--- src/rtl/mem_stage_m2w.sv ---
// Memory stage and M-to-W pipeline register: ready-handshake data access with
// stall/timeout, plus W register. Optional byte lanes via MEM_BYTE_ACCESS_EN.
module mem_stage_m2w #(
  parameter int unsigned WAIT_LIMIT = 0
) (
  input  logic        clk,
  input  logic        reset,
  input  logic        RegWriteM,
  input  logic        MemtoRegM,
  input  logic        MemWriteM,
  input  logic        ByteM,
  input  logic [31:0] ALUOutM,
  input  logic [31:0] WriteDataM,
  input  logic [3:0]  WA3M,
  output logic        mem_req,
  output logic        mem_we,
  output logic [31:0] mem_addr,
  output logic [31:0] mem_wdata,
  output logic [3:0]  mem_be,
  input  logic [31:0] mem_rdata,
  input  logic        mem_ready,
  output logic        StallM,
  output logic        RegWriteW,
  output logic        MemtoRegW,
  output logic [31:0] ReadDataW,
  output logic [31:0] ALUOutW,
  output logic [3:0]  WA3W,
  output logic [31:0] ResultW,
  output logic        BusErrW
);
  typedef enum logic {S_IDLE, S_WAIT} state_t;

  state_t      state_q, state_d;
  logic [31:0] cnt_q, cnt_d;
  logic        memop, is_load, timeout;
  logic [31:0] rdata_fmt;

  logic        regwrite_w_q, regwrite_w_d;
  logic        memtoreg_w_q, memtoreg_w_d;
  logic        buserr_w_q, buserr_w_d;
  logic [31:0] readdata_w_q, readdata_w_d;
  logic [31:0] aluout_w_q, aluout_w_d;
  logic [3:0]  wa3_w_q, wa3_w_d;

  // A store wins when both memory flags are set.
  assign memop    = MemWriteM | MemtoRegM;
  assign is_load  = MemtoRegM & ~MemWriteM;
  assign mem_addr = ALUOutM;
  assign mem_we   = mem_req & MemWriteM;

`ifdef MEM_BYTE_ACCESS_EN
  always_comb begin
    mem_be    = 4'hF;
    mem_wdata = WriteDataM;
    rdata_fmt = mem_rdata;
    if (ByteM) begin
      mem_be    = 4'b0001 << ALUOutM[1:0];
      mem_wdata = {4{WriteDataM[7:0]}};
      case (ALUOutM[1:0])
        2'd0:    rdata_fmt = {24'h0, mem_rdata[7:0]};
        2'd1:    rdata_fmt = {24'h0, mem_rdata[15:8]};
        2'd2:    rdata_fmt = {24'h0, mem_rdata[23:16]};
        default: rdata_fmt = {24'h0, mem_rdata[31:24]};
      endcase
    end
  end
`else
  logic byte_unused;
  assign byte_unused = ByteM;
  assign mem_be      = 4'hF;
  assign mem_wdata   = WriteDataM;
  assign rdata_fmt   = mem_rdata;
`endif

  always_comb begin
    state_d = state_q;
    cnt_d   = cnt_q;
    mem_req = 1'b0;
    StallM  = 1'b0;
    timeout = 1'b0;
    if (!reset) begin
      unique case (state_q)
        S_IDLE: begin
          mem_req = memop;
          if (memop && !mem_ready) begin
            StallM  = 1'b1;
            state_d = S_WAIT;
            cnt_d   = 32'd1;
          end
        end
        S_WAIT: begin
          mem_req = 1'b1;
          if (mem_ready) begin
            state_d = S_IDLE;
            cnt_d   = 32'd0;
          end else if (WAIT_LIMIT != 0 && cnt_q == WAIT_LIMIT) begin
            // Abort: release the pipeline and retire the op as a no-write.
            timeout = 1'b1;
            state_d = S_IDLE;
            cnt_d   = 32'd0;
          end else begin
            StallM = 1'b1;
            cnt_d  = cnt_q + 32'd1;
          end
        end
        default: state_d = S_IDLE;
      endcase
    end
  end

  always_comb begin
    regwrite_w_d = 1'b0;
    memtoreg_w_d = 1'b0;
    buserr_w_d   = 1'b0;
    readdata_w_d = readdata_w_q;
    aluout_w_d   = aluout_w_q;
    wa3_w_d      = wa3_w_q;
    if (!StallM) begin
      regwrite_w_d = RegWriteM & ~timeout;
      memtoreg_w_d = MemtoRegM & ~timeout;
      buserr_w_d   = timeout;
      aluout_w_d   = ALUOutM;
      wa3_w_d      = WA3M;
      readdata_w_d = (is_load && !timeout) ? rdata_fmt : 32'h0;
    end
  end

  always_ff @(posedge clk) begin
    if (reset) begin
      state_q      <= S_IDLE;
      cnt_q        <= 32'd0;
      regwrite_w_q <= 1'b0;
      memtoreg_w_q <= 1'b0;
      buserr_w_q   <= 1'b0;
      readdata_w_q <= 32'h0;
      aluout_w_q   <= 32'h0;
      wa3_w_q      <= 4'h0;
    end else begin
      state_q      <= state_d;
      cnt_q        <= cnt_d;
      regwrite_w_q <= regwrite_w_d;
      memtoreg_w_q <= memtoreg_w_d;
      buserr_w_q   <= buserr_w_d;
      readdata_w_q <= readdata_w_d;
      aluout_w_q   <= aluout_w_d;
      wa3_w_q      <= wa3_w_d;
    end
  end

  assign RegWriteW = regwrite_w_q;
  assign MemtoRegW = memtoreg_w_q;
  assign BusErrW   = buserr_w_q;
  assign ReadDataW = readdata_w_q;
  assign ALUOutW   = aluout_w_q;
  assign WA3W      = wa3_w_q;
  assign ResultW   = memtoreg_w_q ? readdata_w_q : aluout_w_q;
endmodule

--- config.mk ---
export PLATFORM = sky130hd
export DESIGN_NAME = mem_stage_m2w
export DESIGN_NICKNAME = d
export VERILOG_FILES = /design/src/rtl/mem_stage_m2w.sv
export SDC_FILE = /design/constraint.sdc
export NUM_CORES = 1
export LEC_CHECK = 0
export CAP_MARGIN = 10
export CORE_AREA = 2 2 110 112
export CTS_CLUSTER_DIAMETER = 150
export CTS_CLUSTER_SIZE = 30
export DETAILED_ROUTE_END_ITERATION = 10
export DIE_AREA = 0 0 112 114
export PLACE_DENSITY = 0.69
export SETUP_SLACK_MARGIN = 0.5
export SLEW_MARGIN = 20
export SYNTH_ARGS = -nofsm -noshare
export SYNTH_HDL_FRONTEND = slang
export SYNTH_SLANG_ARGS = --single-unit
--- constraint.sdc ---
create_clock -name clk -period 1.65 [get_ports clk]
set_clock_uncertainty 0.2 [all_clocks]
set_input_delay 0.33 -clock clk [delete_from_list [all_inputs] [get_ports clk]]
set_output_delay 0.33 -clock clk [all_outputs]
set_load 0.1 [all_outputs]
==> impl_metrics.py, run 1 <==
metrics = {
    "sta": {
        "fin_setup_tns_ns": -8.78,
        "worst_slack_ns": -0.274,
        "fin_crit_ns": 1.92,
        "slew_viol_final": 0,
        "hold_violations": 0,
        "fin_crit_sh": 1.17,
        "setup_viol": 51,
        "max_freq_ghz": 0.520,
        "rsz0062_at_grt": "yes",
    },
    "synthesis": {
        "synthCells": 269,
        "ys_seq_elements": 71,
        "async_flop_share": 0,
        "synth-edff-count": 0,
        "synthFlopType": "dfxtp_1",
        "synth.distinct_cells": 15,
        "synth.most_common_cell": "dfxtp_1",
        "ys_top_cells_by_area": "dfxtp_1 46%, a22o_1 19%, buf_4 17%",
        "synth_common_cells": "71 x dfxtp_1, 69 x buf_4, 68 x a22o_1",
        "avgSynthCellArea_um2": 11.5,
        "synth.top_cell.area_share": 0.458,
        "yosysTopAreaCell": "dfxtp_1",
        "yosysWarnings": 0,
        "ys_seq_area_frac": 0.458,
        "synth_area_um2": 3100,
    },
    "global_routing": {
        "overflow": 0,
        "grt_pass1_vias": 2873,
        "grt_max_degree": 33,
        "antenna_found_initial": 0,
        "grt_first_pass_wirelength_um": 17300,
        "grt_usage": 0.176,
    },
    "detailed_routing": {
        "drtIter0Drc": 94,
        "totalWireLength_um": 12100,
        "drc": 0,
        "postRouteAntennaNets": 0,
        "wl_per_cell_um": 20.4,
        "via_per_inst": 4.62,
        "via_count": 2738,
        "firstDrtPassIters": 4,
    },
    "setup_path": {
        "critPathCaptureType": "primary output",
        "crit_required_ns": 1.12,
        "path_class": "reg -> out",
        "cp-start-kind": "flip-flop",
        "cp_max_fo": 12,
        "cp.arrival_ns": 1.39,
    },
    "floorplanning": {
        "io_pins": 281,
        "initial_core_util": 0.265,
        "core-area_um2": 11700,
        "dieHeight_um": 114,
        "rows": 40,
        "die_area_um2": 12800,
        "fp.dieW_um": 112,
    },
    "power_and_ir_drop": {
        "seqPwrFrac": 0.291,
        "pwr-share-comb": 0.445,
        "max-vdd-ir-drop_mv": 0.574,
        "power.share.clock": 0.264,
        "switching_share": 0.396,
        "powerDensity_nw_per_um2": 859,
        "p_leak_nw": 3.10,
        "power_switching_w": 0.00252,
        "internal_power_w": 0.00385,
    },
    "cells_and_area": {
        "fin_util": 0.633,
        "drive_gt1_frac": 0.742,
        "antenna_cells": 0,
        "area_growth_pct": 139,
        "nNetsFinal": 550,
    },
    "status": {
        "violations": "setup timing",
        "outcome": "complete, but fails checks",
    },
    "clock_network": {
        "h-tree-depth": 3,
        "cts_buffers": 9,
        "cts_tree": "done",
        "clockBufferDepth": 2,
        "clock_latency_ns": 0.32,
        "cts_hold_buf": 0,
        "clock_sinks": 71,
        "path_clk_slew_ns": 0.06,
        "root_buffer": "clkbuf_16",
    },
    "placement": {
        "gp_congestion": 0.753,
        "portBuffers": 210,
        "dpl.hpwl_um": 8770,
    },
    "flow_run": {
        "cap_violations": 0,
    },
    "min_path": {
        "hp-class": "in -> reg",
    },
}
worst max-delay path, stage by stage (launching register included):
cell and delay (ns):
dfxtp_4 0.39, buf_12 0.17, mux2_4 0.33, buf_12 0.17
state kept, by name, indices dropped and copies added (netlist names):
| register | cells |
|---|---|
| ALUOutW | 32 |
| ReadDataW | 32 |
| WA3W | 4 |
| MemtoRegW | 1 |
| RegWriteW | 1 |
| state_q | 1 |
cells in the final DEF, fill, tap and decap left out, drive strengths merged, types with 3 or more instances in the layout:
master,count
clkdlybuf4s50,37
a22o,68
mux2,32
buf,202
conb,5
dfxtp,71
clkinv,3
clkbuf,15
timing repair:
item,CTS,global route
resized for setup,195,25
pin swaps,2,4
cloned,1,8
setup endpoints to repair,208,188
setup buffers,8,6
per-layer routing:
| metal | track usage | part of all wire | vias up |
|---|---|---|---|
| li1 | - | - | 1261 |
| met1 | 0.194 | 0.38 | 1319 |
| met2 | 0.327 | 0.53 | 152 |
| met3 | 0.0595 | 0.082 | 6 |
| met4 | 0.0423 | 0.0061 | 0 |
| met5 | 0 | 0 | - |
through the flow:
step / total power (W) / setup WS (ns) / cell area (µm²) / std cells / hold WS, ns
3_3_place_gp: 0.00457 / -0.432 / 6730 / 556 / 0.292
4_1_cts: 0.00635 / -0.294 / 7100 / 579 / 0.0219
5_1_grt: 0.00658 / -0.317 / 7410 / 593 / 0.0114
3_5_place_dp: 0.00459 / -0.507 / 6730 / 556 / 0.297
6_report: 0.00637 / -0.274 / 7410 / 593 / 0.0201
2_1_floorplan: 0.00392 / -0.208 / 3600 / 272 / 0.255
cell type report:
cell class                 count  area [µm²]
multi-input combinational    114        1210
clock inverter                 5        27.5
clock buffer                   9         225
tap                          147         184
timing repair buffer         247        4070
sequential                    71        1690
fill                         876        4300
cells by family (layout without fill, tap and decap cells):
logic type / after synthesis / in the layout / share of synthesized area
compound gates: 69 / 70 / 0.195
buf+inv: 88 / 261 / 0.207
flops: 71 / 71 / 0.458
mux: 32 / 32 / 0.116
other cells: 2 / 5 / 0.00242
simple gates: 7 / 7 / 0.0218
final timing paths:
path	start	to	slack, ns	depth (start not counted)
max	MemtoRegW$_SDFF_PP0_	ResultW[30]	-0.27	3
min	ALUOutM[6]	ALUOutW[6]$_SDFFE_PP0N_	0.02	2
max reg2reg	state_q$_DFF_P_	ReadDataW[22]$_SDFFE_PP0N_	-0.03	7
min reg2reg	WA3W[2]$_SDFFE_PP0N_	WA3W[2]$_SDFFE_PP0N_	0.31	1
power groups by stage:
stage | clock network [W] | logic (W) | registers, W
global route | 0.00183 | 0.00289 | 0.00186
CTS | 0.00174 | 0.00276 | 0.00185
global placement | 0 | 0.00268 | 0.00189
finish | 0.00168 | 0.00283 | 0.00185
floorplan | 0 | 0.00151 | 0.00242
detailed placement | 0 | 0.00270 | 0.00189
Note: power is estimated with default switching activity, not from simulation.
==> run 2: changes to the inputs <==
SLEW_MARGIN = default   (was 20)
==> results of run 2 <==
Same layout as run 1: the final DEF is identical, and so are final timing and power.
